[config.mk]
export PLATFORM = sky130hd
export DESIGN_NAME = axi_mem_traffic_gen_flat
export DESIGN_NICKNAME = d
export VERILOG_FILES = /design/src/rtl/axi_tg_pkg.sv /design/src/rtl/axi4.sv /design/src/rtl/axi_tg_checker.sv /design/src/rtl/axi_mem_traffic_gen.sv /design/src/flat_wrapper.sv
export SDC_FILE = /design/constraint.sdc
export NUM_CORES = 1
export LEC_CHECK = 0
export ABC_AREA = 1
export BUFFER_PORTS_ARGS = -buffer_cell sky130_fd_sc_hd__buf_2
export CAP_MARGIN = 10
export CORE_MARGIN = 5
export CORE_UTILIZATION = 47
export CTS_CLUSTER_DIAMETER = 50
export DETAILED_ROUTE_END_ITERATION = 10
export GPL_TIMING_DRIVEN = 1
export PLACE_DENSITY = 0.9
export SLEW_MARGIN = 20
export SYNTH_ARGS = -nofsm -noshare
export SYNTH_HDL_FRONTEND = slang
export SYNTH_SLANG_ARGS = --single-unit
[constraint.sdc]
create_clock -name clk -period 3.3 [get_ports clk]
set_clock_uncertainty 0.15 [all_clocks]
set_input_delay 0.825 -clock clk [delete_from_list [all_inputs] [get_ports clk]]
set_output_delay 0.825 -clock clk [all_outputs]
set_load 0.05 [all_outputs]
[src/rtl/axi_tg_pkg.sv]
// Shared types, AXI constants and pattern/boundary helpers for the AXI memory traffic generator.
package axi_tg_pkg;

    typedef enum logic [2:0] {
        ST_IDLE,
        ST_AW,
        ST_W,
        ST_B,
        ST_AR,
        ST_R,
        ST_DONE
    } tg_state_t;

    localparam logic [1:0] AXI_BURST_INCR = 2'b01;
    localparam logic [1:0] AXI_RESP_OKAY  = 2'b00;

    // Widest AXI data bus; callers truncate to their own DATA_WIDTH.
    localparam int unsigned PAT_MAX_WIDTH = 1024;
    localparam int unsigned PAGE_BYTES    = 4096;

    function automatic logic [PAT_MAX_WIDTH-1:0] pattern_beat(input logic [31:0] seed,
                                                              input logic [8:0]  idx);
        logic [31:0] word;
        word = seed + 32'(idx);
        return {(PAT_MAX_WIDTH/32){word}};
    endfunction

    function automatic logic crosses_4k(input logic [63:0]   addr,
                                        input logic [8:0]    len,
                                        input int unsigned   bytes_per_beat);
        logic [31:0] end_off;
        end_off = 32'(addr[11:0]) + 32'(len) * bytes_per_beat;
        return end_off > 32'(PAGE_BYTES);
    endfunction

endpackage

[src/rtl/axi4.sv]
// Minimal AXI4 interface (AW/W/B/AR/R) shared between the traffic generator and a memory slave.
interface axi4 #(
    parameter int unsigned ADDR_WIDTH = 48,
    parameter int unsigned DATA_WIDTH = 64,
    parameter int unsigned ID_WIDTH   = 4
);
    logic [ID_WIDTH-1:0]     awid;
    logic [ADDR_WIDTH-1:0]   awaddr;
    logic [7:0]              awlen;
    logic [2:0]              awsize;
    logic [1:0]              awburst;
    logic                    awvalid;
    logic                    awready;
    logic [DATA_WIDTH-1:0]   wdata;
    logic [DATA_WIDTH/8-1:0] wstrb;
    logic                    wlast;
    logic                    wvalid;
    logic                    wready;
    logic [1:0]              bresp;
    logic                    bvalid;
    logic                    bready;
    logic [ID_WIDTH-1:0]     arid;
    logic [ADDR_WIDTH-1:0]   araddr;
    logic [7:0]              arlen;
    logic [2:0]              arsize;
    logic [1:0]              arburst;
    logic                    arvalid;
    logic                    arready;
    logic [DATA_WIDTH-1:0]   rdata;
    logic [1:0]              rresp;
    logic                    rlast;
    logic                    rvalid;
    logic                    rready;

    modport master (
        output awid, awaddr, awlen, awsize, awburst, awvalid, input awready,
        output wdata, wstrb, wlast, wvalid, input wready,
        input  bresp, bvalid, output bready,
        output arid, araddr, arlen, arsize, arburst, arvalid, input arready,
        input  rdata, rresp, rlast, rvalid, output rready
    );

    modport slave (
        input  awid, awaddr, awlen, awsize, awburst, awvalid, output awready,
        input  wdata, wstrb, wlast, wvalid, output wready,
        output bresp, bvalid, input bready,
        input  arid, araddr, arlen, arsize, arburst, arvalid, output arready,
        output rdata, rresp, rlast, rvalid, input rready
    );
endinterface

[src/rtl/axi_tg_checker.sv]
// R-channel comparator: counts read beats, compares against the pattern, tracks RRESP/RLAST errors.
module axi_tg_checker
    import axi_tg_pkg::*;
#(
    parameter int unsigned DATA_WIDTH = 64,
    parameter int unsigned CNT_WIDTH  = 16
) (
    input  logic                  clk,
    input  logic                  rst,
    input  logic                  clear,
    input  logic                  rvalid,
    input  logic                  rready,
    input  logic [DATA_WIDTH-1:0] rdata,
    input  logic [1:0]            rresp,
    input  logic                  rlast,
    input  logic [31:0]           seed,
    input  logic [8:0]            burst_len,
    output logic [CNT_WIDTH-1:0]  mismatch_cnt,
    output logic                  rresp_err,
    output logic                  last_err,
    output logic                  final_beat_c
);
    logic [8:0] beat;
    logic       hs_c;
    logic       is_final_c;

    assign hs_c         = rvalid && rready;
    assign is_final_c   = (beat == burst_len - 9'd1);
    assign final_beat_c = hs_c && is_final_c;

    always_ff @(posedge clk) begin
        if (rst || clear) begin
            beat         <= '0;
            mismatch_cnt <= '0;
            rresp_err    <= 1'b0;
            last_err     <= 1'b0;
        end else if (hs_c) begin
            beat <= beat + 9'd1;
            if ((rdata != DATA_WIDTH'(pattern_beat(seed, beat))) && (mismatch_cnt != '1))
                mismatch_cnt <= mismatch_cnt + CNT_WIDTH'(1);
            if (rresp != AXI_RESP_OKAY)
                rresp_err <= 1'b1;
            // Early RLAST and missing RLAST are both reported; the beat count alone ends the read.
            if (rlast != is_final_c)
                last_err <= 1'b1;
        end
    end
endmodule

[src/rtl/axi_mem_traffic_gen.sv]
// AXI4 master that writes one INCR burst of a seeded pattern, reads it back and reports the result.
module axi_mem_traffic_gen
    import axi_tg_pkg::*;
#(
    parameter int unsigned ADDR_WIDTH = 48,
    parameter int unsigned DATA_WIDTH = 64,
    parameter int unsigned CNT_WIDTH  = 16
) (
    input  logic                  clk,
    input  logic                  rst,
    input  logic                  start,
    input  logic [ADDR_WIDTH-1:0] base_addr,
    input  logic [8:0]            burst_len,
    input  logic [31:0]           seed,
    output logic                  busy,
    output logic                  done,
    output logic                  pass,
    output logic [CNT_WIDTH-1:0]  mismatch_cnt,
    output logic                  bresp_err,
    output logic                  rresp_err,
    output logic                  last_err,
    output logic                  cfg_err,
    axi4.master                   axi_port
);
    localparam int unsigned BYTES = DATA_WIDTH / 8;
    localparam int unsigned SIZE  = $clog2(BYTES);

    tg_state_t             state;
    logic [ADDR_WIDTH-1:0] base_q;
    logic [8:0]            len_q;
    logic [31:0]           seed_q;
    logic [8:0]            beat;
    logic [DATA_WIDTH-1:0] w_data;
    logic                  aw_valid, w_valid, w_last, b_ready, ar_valid, r_ready;
    logic                  start_ok_c, cfg_bad_c, rd_done_c;

    assign start_ok_c = (state == ST_IDLE) && start;
    assign cfg_bad_c  = (burst_len == 9'd0) || (burst_len > 9'd256) ||
                        (base_addr[SIZE-1:0] != '0) ||
                        crosses_4k(64'(base_addr), burst_len, BYTES);

    // Fixed burst attributes; payloads only change while their VALID is low.
    assign axi_port.awid    = '0;
    assign axi_port.awaddr  = base_q;
    assign axi_port.awlen   = 8'(len_q - 9'd1);
    assign axi_port.awsize  = 3'(SIZE);
    assign axi_port.awburst = AXI_BURST_INCR;
    assign axi_port.awvalid = aw_valid;
    assign axi_port.wdata   = w_data;
    assign axi_port.wstrb   = '1;
    assign axi_port.wlast   = w_last;
    assign axi_port.wvalid  = w_valid;
    assign axi_port.bready  = b_ready;
    assign axi_port.arid    = '0;
    assign axi_port.araddr  = base_q;
    assign axi_port.arlen   = 8'(len_q - 9'd1);
    assign axi_port.arsize  = 3'(SIZE);
    assign axi_port.arburst = AXI_BURST_INCR;
    assign axi_port.arvalid = ar_valid;
    assign axi_port.rready  = r_ready;

    always_ff @(posedge clk) begin
        if (rst) begin
            state     <= ST_IDLE;
            busy      <= 1'b0;
            done      <= 1'b0;
            pass      <= 1'b0;
            bresp_err <= 1'b0;
            cfg_err   <= 1'b0;
            aw_valid  <= 1'b0;
            w_valid   <= 1'b0;
            w_last    <= 1'b0;
            b_ready   <= 1'b0;
            ar_valid  <= 1'b0;
            r_ready   <= 1'b0;
            base_q    <= '0;
            len_q     <= '0;
            seed_q    <= '0;
            beat      <= '0;
            w_data    <= '0;
        end else begin
            done <= 1'b0;
            case (state)
                ST_IDLE: if (start) begin
                    base_q    <= base_addr;
                    len_q     <= burst_len;
                    seed_q    <= seed;
                    busy      <= 1'b1;
                    pass      <= 1'b0;
                    bresp_err <= 1'b0;
                    beat      <= '0;
                    if (cfg_bad_c) begin
                        cfg_err <= 1'b1;
                        state   <= ST_DONE;
                    end else begin
                        cfg_err  <= 1'b0;
                        aw_valid <= 1'b1;
                        state    <= ST_AW;
                    end
                end
                ST_AW: if (axi_port.awready) begin
                    aw_valid <= 1'b0;
                    w_valid  <= 1'b1;
                    w_data   <= DATA_WIDTH'(pattern_beat(seed_q, 9'd0));
                    w_last   <= (len_q == 9'd1);
                    state    <= ST_W;
                end
                ST_W: if (axi_port.wready) begin
                    if (w_last) begin
                        w_valid <= 1'b0;
                        w_last  <= 1'b0;
                        b_ready <= 1'b1;
                        state   <= ST_B;
                    end else begin
                        beat   <= beat + 9'd1;
                        w_data <= DATA_WIDTH'(pattern_beat(seed_q, beat + 9'd1));
                        w_last <= (beat + 9'd2 == len_q);
                    end
                end
                ST_B: if (axi_port.bvalid) begin
                    b_ready   <= 1'b0;
                    bresp_err <= (axi_port.bresp != AXI_RESP_OKAY);
                    ar_valid  <= 1'b1;
                    state     <= ST_AR;
                end
                ST_AR: if (axi_port.arready) begin
                    ar_valid <= 1'b0;
                    r_ready  <= 1'b1;
                    state    <= ST_R;
                end
                ST_R: if (rd_done_c) begin
                    r_ready <= 1'b0;
                    state   <= ST_DONE;
                end
                ST_DONE: begin
                    done  <= 1'b1;
                    busy  <= 1'b0;
                    pass  <= (mismatch_cnt == '0) && !bresp_err && !rresp_err &&
                             !last_err && !cfg_err;
                    state <= ST_IDLE;
                end
                default: state <= ST_IDLE;
            endcase
        end
    end

    axi_tg_checker #(
        .DATA_WIDTH (DATA_WIDTH),
        .CNT_WIDTH  (CNT_WIDTH)
    ) u_checker (
        .clk          (clk),
        .rst          (rst),
        .clear        (start_ok_c),
        .rvalid       (axi_port.rvalid),
        .rready       (r_ready),
        .rdata        (axi_port.rdata),
        .rresp        (axi_port.rresp),
        .rlast        (axi_port.rlast),
        .seed         (seed_q),
        .burst_len    (len_q),
        .mismatch_cnt (mismatch_cnt),
        .rresp_err    (rresp_err),
        .last_err     (last_err),
        .final_beat_c (rd_done_c)
    );
endmodule

[src/flat_wrapper.sv]
// flat-port wrapper written by rule: the top's interface ports become plain ports
module axi_mem_traffic_gen_flat import axi_tg_pkg::*;
#(
    parameter int unsigned ADDR_WIDTH = 48,
    parameter int unsigned DATA_WIDTH = 64,
    parameter int unsigned CNT_WIDTH  = 16
)
  (clk, rst, start, base_addr, burst_len, seed, busy, done, pass, mismatch_cnt, bresp_err, rresp_err, last_err, cfg_err, axi_port_awid, axi_port_awaddr, axi_port_awlen, axi_port_awsize, axi_port_awburst, axi_port_awvalid, axi_port_awready, axi_port_wdata, axi_port_wstrb, axi_port_wlast, axi_port_wvalid, axi_port_wready, axi_port_bresp, axi_port_bvalid, axi_port_bready, axi_port_arid, axi_port_araddr, axi_port_arlen, axi_port_arsize, axi_port_arburst, axi_port_arvalid, axi_port_arready, axi_port_rdata, axi_port_rresp, axi_port_rlast, axi_port_rvalid, axi_port_rready);
  axi4 #(.ADDR_WIDTH(ADDR_WIDTH), .DATA_WIDTH(DATA_WIDTH)) axi_port_i ();
  input  logic clk;
  input  logic rst;
  input  logic start;
  input  logic [ADDR_WIDTH-1:0] base_addr;
  input  logic [8:0] burst_len;
  input  logic [31:0] seed;
  output logic busy;
  output logic done;
  output logic pass;
  output logic [CNT_WIDTH-1:0] mismatch_cnt;
  output logic bresp_err;
  output logic rresp_err;
  output logic last_err;
  output logic cfg_err;
  output wire logic [$bits(axi_port_i.awid)-1:0] axi_port_awid;
  output wire logic [$bits(axi_port_i.awaddr)-1:0] axi_port_awaddr;
  output wire logic [$bits(axi_port_i.awlen)-1:0] axi_port_awlen;
  output wire logic [$bits(axi_port_i.awsize)-1:0] axi_port_awsize;
  output wire logic [$bits(axi_port_i.awburst)-1:0] axi_port_awburst;
  output wire logic [$bits(axi_port_i.awvalid)-1:0] axi_port_awvalid;
  input wire logic [$bits(axi_port_i.awready)-1:0] axi_port_awready;
  output wire logic [$bits(axi_port_i.wdata)-1:0] axi_port_wdata;
  output wire logic [$bits(axi_port_i.wstrb)-1:0] axi_port_wstrb;
  output wire logic [$bits(axi_port_i.wlast)-1:0] axi_port_wlast;
  output wire logic [$bits(axi_port_i.wvalid)-1:0] axi_port_wvalid;
  input wire logic [$bits(axi_port_i.wready)-1:0] axi_port_wready;
  input wire logic [$bits(axi_port_i.bresp)-1:0] axi_port_bresp;
  input wire logic [$bits(axi_port_i.bvalid)-1:0] axi_port_bvalid;
  output wire logic [$bits(axi_port_i.bready)-1:0] axi_port_bready;
  output wire logic [$bits(axi_port_i.arid)-1:0] axi_port_arid;
  output wire logic [$bits(axi_port_i.araddr)-1:0] axi_port_araddr;
  output wire logic [$bits(axi_port_i.arlen)-1:0] axi_port_arlen;
  output wire logic [$bits(axi_port_i.arsize)-1:0] axi_port_arsize;
  output wire logic [$bits(axi_port_i.arburst)-1:0] axi_port_arburst;
  output wire logic [$bits(axi_port_i.arvalid)-1:0] axi_port_arvalid;
  input wire logic [$bits(axi_port_i.arready)-1:0] axi_port_arready;
  input wire logic [$bits(axi_port_i.rdata)-1:0] axi_port_rdata;
  input wire logic [$bits(axi_port_i.rresp)-1:0] axi_port_rresp;
  input wire logic [$bits(axi_port_i.rlast)-1:0] axi_port_rlast;
  input wire logic [$bits(axi_port_i.rvalid)-1:0] axi_port_rvalid;
  output wire logic [$bits(axi_port_i.rready)-1:0] axi_port_rready;
  assign axi_port_awid = axi_port_i.awid;
  assign axi_port_awaddr = axi_port_i.awaddr;
  assign axi_port_awlen = axi_port_i.awlen;
  assign axi_port_awsize = axi_port_i.awsize;
  assign axi_port_awburst = axi_port_i.awburst;
  assign axi_port_awvalid = axi_port_i.awvalid;
  assign axi_port_i.awready = axi_port_awready;
  assign axi_port_wdata = axi_port_i.wdata;
  assign axi_port_wstrb = axi_port_i.wstrb;
  assign axi_port_wlast = axi_port_i.wlast;
  assign axi_port_wvalid = axi_port_i.wvalid;
  assign axi_port_i.wready = axi_port_wready;
  assign axi_port_i.bresp = axi_port_bresp;
  assign axi_port_i.bvalid = axi_port_bvalid;
  assign axi_port_bready = axi_port_i.bready;
  assign axi_port_arid = axi_port_i.arid;
  assign axi_port_araddr = axi_port_i.araddr;
  assign axi_port_arlen = axi_port_i.arlen;
  assign axi_port_arsize = axi_port_i.arsize;
  assign axi_port_arburst = axi_port_i.arburst;
  assign axi_port_arvalid = axi_port_i.arvalid;
  assign axi_port_i.arready = axi_port_arready;
  assign axi_port_i.rdata = axi_port_rdata;
  assign axi_port_i.rresp = axi_port_rresp;
  assign axi_port_i.rlast = axi_port_rlast;
  assign axi_port_i.rvalid = axi_port_rvalid;
  assign axi_port_rready = axi_port_i.rready;
  axi_mem_traffic_gen #(.ADDR_WIDTH(ADDR_WIDTH), .DATA_WIDTH(DATA_WIDTH), .CNT_WIDTH(CNT_WIDTH)) u_core (.clk(clk), .rst(rst), .start(start), .base_addr(base_addr), .burst_len(burst_len), .seed(seed), .busy(busy), .done(done), .pass(pass), .mismatch_cnt(mismatch_cnt), .bresp_err(bresp_err), .rresp_err(rresp_err), .last_err(last_err), .cfg_err(cfg_err), .axi_port(axi_port_i));
endmodule
==> results of run 1 <==
[Yosys cell counts, types with 2 or more instances]
cell type / n
nand3_2: 3
xnor2_1: 16
conb_1: 2
fa_1: 3
xor2_1: 43
buf_4: 115
nor3_2: 3
nand4_1: 31
a21oi_1: 110
a21o_1: 2
or2_2: 2
o221ai_1: 2
buf_6: 2
dfxtp_1: 171
nand2_1: 378
inv_2: 4
nor2_4: 2
nor2_1: 237
o21ai_0: 149
nand2_2: 6
nor3_1: 25
ha_1: 34
a21oi_2: 3
inv_1: 203
nand3_1: 152
a31oi_1: 6
a22oi_1: 6
nand3b_1: 19
clkbuf_1: 49
nor2_2: 12
nor4_1: 11
buf_2: 2
o211ai_1: 20
[sequential cells by signal (all words and copies together), names as in the netlist, 3 cells and up]
name                           cells
u_core.seed_q                     32
u_core.axi_port.wdata             32
u_core.u_checker.mismatch_cnt     16
u_core.beat                        9
u_core.u_checker.beat              9
u_core.state                       3
u_core.len_q                       9
u_core.axi_port.araddr            48
[power groups by stage]
stage | Clock (mW) | Sequential (mW) | Combinational [mW]
2_1_floorplan | 0 | 4.46 | 4.81
3_3_place_gp | 0 | 3.30 | 7.23
3_5_place_dp | 0 | 3.30 | 7.32
4_1_cts | 2.07 | 3.28 | 7.35
5_1_grt | 2.15 | 3.39 | 7.90
6_report | 2.05 | 3.32 | 7.43
[worst paths after layout]
| kind | startpoint | to | slack, ps | cells past startpoint |
|---|---|---|---|---|
| max | u_core.seed_q[0] | u_core.u_checker.mismatch_cnt[15] | 160 | 24 |
| min | u_core.axi_port.awvalid | u_core.axi_port.awvalid | 300 | 2 |
| max reg2reg | u_core.seed_q[0] | u_core.u_checker.mismatch_cnt[15] | 160 | 24 |
| min reg2reg | u_core.axi_port.awvalid | u_core.axi_port.awvalid | 300 | 2 |
[critical path, delay by kind of cell (launching register included)]
kind	cells	cell delay, ps
flops	1	390
fa+ha+maj	2	470
simple gates	18	1650
buf+inv	4	350
[repair_timing]
action	in CTS	in global routing
pin swaps	5	15
setup endpoints to repair	24	35
cloned	2	0
gates resized for setup	13	71
setup buffers	4	5
[metal layers]
layer,part of all wire (%),routed length (um)
met5,0,0
met4,3.4,1400
met3,9.1,3700
met2,48,19400
met1,40,16100
[logic make-up after synthesis]
logic type	Yosys count	share of synthesized area [%]
simple gates	885	32.6
compound gates	306	14.0
xor+xnor	59	4.38
other cells	2	0.0637
buf+inv	376	15.8
flops	171	29.0
fa+ha+maj	37	4.12
[through the flow]
stage	util (%)	power, mW	worst slack, ps	std cells
6_report	57.7	12.8	155	2464
5_1_grt	57.7	13.4	-46.1	2464
4_1_cts	56.4	12.7	2.37	2459
3_5_place_dp	53.5	10.6	-170	2421
3_3_place_gp	53.5	10.5	-106	2421
2_1_floorplan	-	9.27	107	1860
[layout make-up]
| class | instances | area [um^2] | share of cell area [%] |
|---|---|---|---|
| inverter | 207 | 779 | 5.42 |
| tap | 330 | 413 | 2.87 |
| timing repair buffer | 409 | 2190 | 15.2 |
| clock buffer | 20 | 467 | 3.24 |
| multi-input combinational | 1315 | 6970 | 48.4 |
| sequential | 171 | 3440 | 23.9 |
| clock inverter | 12 | 126 | 0.878 |
==> results.ini, run 1 <==
[sta]
maxSlewViolCount = 0
fin_setup_tns_ps = 0
hold_viol = 0
max_slew_margin_pct = 35.9
setup-violations-final = 0
finalCritPeriodShare_pct = 95.3
hold_ws_ps = 299
tightest_slew_ps = 960
fmax_mhz = 318
min_period_ps = 3140

[outcome]
run_status = complete, no violations

[detailed_routing]
ant_nets = 0
first_pass_iters = 6
post_drt_wl_per_cell_um = 16.5
drc = 0
routed_wl_um = 40600
vias = 13300
vias_per_cell = 5.40
drt-initial-drc-count = 1318

[logic_synthesis]
synth_top_area_cell = dfxtp_1
synthTopCellsByArea = dfxtp_1 29%, nand2_1 12%, nor2_1 7.5%, buf_4 7.3%, inv_1 6.5%
yosysSeqAreaShare_pct = 29.0
syn_area_per_cell_um2 = 6.42
synthFlopType = dfxtp_1
yosysWarnings = 0
synth-seq-cells = 171
synth-edff-count = 0
synth_cells = 1836
syn_area_um2 = 11800
synth_top_cell_area_share_pct = 29.0
synth.distinct_cells = 46
synth-async-reset-ratio_pct = 0

[global_routing]
grt_max_degree = 109
grt_pass1_vias = 12400
grt_first_pass_wirelength_um = 62300
met2_usage_pct = 46.2
track_usage_pct = 26.8
use_met3_pct = 5.14
grt.met1_usage_pct = 33.5
top_usage_layer = met2
overflow = 0
antenna_found_initial = 0

[placement]
io_buffers = 370
post-dp-hpwl_um = 31200
gp_routability_congestion = 0.977
post_dp_cell_area_um2 = 13400

[layout]
drive_gt1_share_pct = 25.6
n_antenna_cell = 0
area_growth_pct = 22.1
postLayoutCellArea_um2 = 14400
final_cell_mix = 370 x buf_2, 362 x nand2_1, 231 x nor2_1
final_nets = 2324
final_common_cell = buf_2
n_fill_cell = 2321

[clock_network]
cts.path.max_buffers = 2
clock_latency_ps = 430
cts.reportedPaths.clkPinSlew_ps = 70
cts-root-buf = clkbuf_16
cts_inserted_buffers = 17
cts-htree-levels = 4
ctsHoldBuffers = 0
cts_tree = yes
cts_num_sinks = 171

[critical_path]
critPathSlowestCell = dfxtp_4
crit_chain = ha_4 > inv_1 > fa_2 > inv_2 > nand3_1 > nand2_2 > nand2_1 > nand2_2 > nand2_1 > nand2_1 > nand2_2 > nand3_1 > nand2_2 > nor2_4 > nand3_1 > nor2_1 > nand2_1 > nor2_4 > buf_12 > nand2_8 > nand3_1 > nand2_1 > inv_1 > nor2_2
worstPathRequired_ps = 3470
criticalPathCategory = reg -> reg
critPathMaxFanout = 7
cpPeakStageDelay_ps = 390
end_kind = flop
cp.arrival_ps = 3310
crit_path_start_kind = flop
path_common_cell = nand2_1

[power]
power_density_nw_per_um2 = 889
p_switching_mw = 7.31
p_int_mw = 5.49
clockPowerShare_pct = 16.0
p_leak_nw = 7.15
switching_share_pct = 57.1
ir_drop_mv = 0.921
combPwrFrac_pct = 58.1
seqPwrFrac_pct = 25.9

[die]
start_util_pct = 47.2
io_pins = 397
rows = 58
die_x_um = 168
design.core.area_um2 = 25000
fp.dieH_um = 168
die-area_um2 = 28400

[hold_path]
hp-class = reg -> reg

[run]
max_cap_violations = 0

No activity file was read; power rests on OpenSTA's default activity.
==> run 2, diff against run 1 <==
- CORE_MARGIN: 5 -> default
- CORE_UTILIZATION: 47 -> 49
- PLACE_DENSITY: 0.9 -> 0.91
- SYNTH_HIERARCHICAL: default -> 1
==> run 2 against run 1 <==
Routed wire length grew 33%. Utilization grew 3.6 points. Flip-flop and latch count is the same. Power grew 7.4%. Final cell count grew 22%. Global-route usage grew 8.7 points. Sequential power shrank 2%. Cell area grew 16%. Critical path depth shrank 4. Synthesized cell count grew 25%. First-iteration DRC count grew 30%. Clock-buffer cell count shrank 2. Critical path type unchanged. Largest power group unchanged.
==> results.ini, run 2 <==
[outcome]
run_status = complete, no violations

[critical_path]
worst_r2r_endpoint = u_core/u_checker/mismatch_cnt[10]
worstPathRequired_ps = 3490  ; +20 ps
path_common_cell = nand2_1
crit_chain = ha_2 > inv_1 > fa_2 > inv_2 > nand3_1 > nand3_2 > nand2_1 > nand2_1 > nand2_1 > nand2_1 > buf_4 > nand3_1 > nor2_1 > nand4_1 > nor2_4 > nand2_4 > nand3_1 > nand2_1 > inv_1 > nor2_2
cpPeakStageDelay_ps = 370  ; -20 ps
path_depth = 20  ; -17%
critPathMaxFanout = 6  ; -1
r2r-start = u_core/seed_q[0]
crit_family = simple AND/OR/NAND/NOR gates
endpoint = u_core/u_checker/mismatch_cnt[10]
end_kind = flop
timing.critical_path.from = u_core/seed_q[0]
cp.arrival_ps = 3400  ; +90 ps
r2r.worst_path.cells = 20  ; -17%
rrSetupSlack_ps = 90  ; -60 ps
crit_path_start_kind = flop
critPathSlowestCell = fa_2
crit_buf_inv = 4  ; unchanged
criticalPathCategory = reg -> reg

[clock_network]
cts-root-buf = clkbuf_16
clock_latency_ps = 430  ; about the same
cts_inserted_buffers = 17  ; unchanged
ctsHoldBuffers = 0  ; unchanged
cts_num_sinks = 171  ; unchanged
cts-htree-levels = 4  ; unchanged
cts.path.max_buffers = 2  ; unchanged
cts_tree = yes
cts.reportedPaths.clkPinSlew_ps = 80  ; about the same

[die]
io_pins = 397  ; unchanged
design.core.area_um2 = 27200  ; +8.9%
start_util_pct = 50.5  ; +3.2 points
rows = 60  ; +3.4%
fp.dieH_um = 169  ; +0.54%
die_x_um = 169  ; +0.54%
die-area_um2 = 28700  ; +1.1%

[placement]
post_dp_cell_area_um2 = 15700  ; +17%
io_buffers = 370  ; unchanged
post-dp-hpwl_um = 42500  ; +36%
dp_slack_ps = -154  ; +15.2 ps
gp_routability_congestion = 1.00  ; +2.8%

[hold_path]
hp-class = reg -> reg

[layout]
multi_input_area_um2 = 8530  ; +22%
layout.area.seq_um2 = 3430  ; -0.40%
final_cell_mix = 559 x nand2_1, 370 x buf_2, 345 x nor2_1
n_fill_cell = 2538  ; +9.3%
final_common_cell = nand2_1
final_util_pct = 61.2  ; +3.6 points
postLayoutCellArea_um2 = 16600  ; +16%
largest_reg_flops = 48  ; unchanged
final_nets = 2835  ; +22%
drive_gt1_share_pct = 22.8  ; -2.8 points
area_growth_pct = 21.3

[detailed_routing]
vias = 16800  ; +26%
drc = 0  ; unchanged
routed_wl_um = 54000  ; +33%
first_pass_iters = 10  ; +4
drt-initial-drc-count = 1717  ; +30%
vias_per_cell = 5.57  ; +3.1%
ant_nets = 0  ; unchanged
post_drt_wl_per_cell_um = 17.9  ; +8.6%

[sta]
maxSlewViolCount = 0  ; unchanged
min_period_ps = 3210  ; +61.6 ps
fmax_mhz = 312  ; -1.9%
tightest_slew_ps = 687  ; -272 ps
finalCritPeriodShare_pct = 97.2  ; +1.9 points
fin_ws_ps = 93.8  ; -61.6 ps
setup-violations-final = 0  ; unchanged
max_slew_margin_pct = 54.0  ; +18 points
hold_viol = 0  ; unchanged

[power]
ir_drop_mv = 0.734  ; -20%
p_leak_nw = 8.67  ; +21%
power_density_nw_per_um2 = 826  ; -7.1%

[logic_synthesis]
synthFlopType = dfxtp_1
synth-seq-cells = 171  ; unchanged
yosysSeqAreaShare_pct = 25.0  ; -4.1 points
yosysMostFrequentCell = nand2_1
synth_cells = 2296  ; +25%
syn_area_um2 = 13700  ; +16%
synth-edff-count = 0  ; unchanged
syn_area_per_cell_um2 = 5.97  ; -7.0%
synth_commonest_cells = 572 x nand2_1, 352 x nor2_1, 271 x inv_1
synth_top_cell_area_share_pct = 25.0  ; -4.1 points
synth.distinct_cells = 50  ; +8.7%
synth_top_area_cell = dfxtp_1
synthTopCellsByArea = dfxtp_1 25%, nand2_1 16%, nor2_1 9.6%, inv_1 7.4%, nand3_1 7.0%
synth-async-reset-ratio_pct = 0  ; unchanged
yosysWarnings = 6  ; +6

[global_routing]
track_usage_pct = 35.6  ; +8.7 points
grt_first_pass_wirelength_um = 79500  ; +28%
grt_max_degree = 73  ; -33%
overflow = 0  ; unchanged
antenna_found_initial = 4  ; +4
grt_pass1_vias = 15100  ; +22%

[run]
max_cap_violations = 0  ; unchanged

[run 2: changes by cell type after synthesis, sizes merged, moves of 17 or more]
cell and delta:
nand2 +199, nor2 +120, inv +73, nand3 +47
nand4 +21, clkbuf -17
[run 2: kinds of logic after synthesis]
family / share of synthesized area, %
buffers and inverters: 15.7
AO/OA/AOI/OAI: 10.8
XOR/XNOR: 3.64
flip-flops: 25.0
other: 0.0548
adder cells (fa/ha/maj): 3.54
AND/OR/NAND/NOR: 41.3
[run 2: power breakdown]
group	internal (mW)	switching (mW)	total, mW
Sequential	2.63	0.643	3.27
Clock	1.21	0.932	2.15
Combinational	2.04	6.28	8.33
Total	5.89	7.86	13.7
[run 2: stage by stage]
stage | hold WS, ps | power (mW) | cells | TNS (ps)
2_1_floorplan | 317 | 9.67 | 2320 | 0
3_3_place_gp | 291 | 11.2 | 2978 | -293
3_5_place_dp | 297 | 11.4 | 2978 | -977
4_1_cts | 310 | 13.5 | 3011 | 0
5_1_grt | 325 | 14.4 | 3018 | -1280
6_report | 305 | 13.7 | 3018 | 0
[run 2: cell type report]
type	instances	share of cell area (%)
Inverter	282	6.37
Sequential cell	171	20.6
Timing Repair Buffer	456	15.2
Tap cell	372	2.80
Antenna cell	2	0.0301
Clock buffer	18	2.58
Multi-Input combinational cell	1704	51.3
Clock inverter	13	1.10
[run 2: metal layers]
metal	track usage, %	part of all wire, %
met5	0	0.017
met3	4.94	8.8
met4	18.6	5.4
met1	42.4	38
met2	62.0	47
[run 2: what timing repair did]
action,in CTS,in global routing
resized for setup,11,58
cloned,2,1
pin swaps,4,14
setup endpoints to repair,13,34
buffers inserted,0,4
[run 2: worst min-delay path, delay by kind of cell (launching register included)]
kind	cells	cell delay [ps]
AO/OA/AOI/OAI	1	50
flip-flops	1	310
buffers and inverters	1	50
[run 2: worst min path at each step]
stage                                         from                  endpoint  slack [ps]  cells past startpoint
after floorplan           u_core/u_checker/beat[8]  u_core/u_checker/beat[8]         320                      2
after global placement     u_core/axi_port.awvalid   u_core/axi_port.awvalid         290                      2
after detailed placement   u_core/axi_port.awvalid   u_core/axi_port.awvalid         300                      2
after CTS                  u_core/axi_port.awvalid   u_core/axi_port.awvalid         310                      2
after global routing       u_core/axi_port.awvalid   u_core/axi_port.awvalid         330                      2
final                      u_core/axi_port.awvalid   u_core/axi_port.awvalid         300                      2
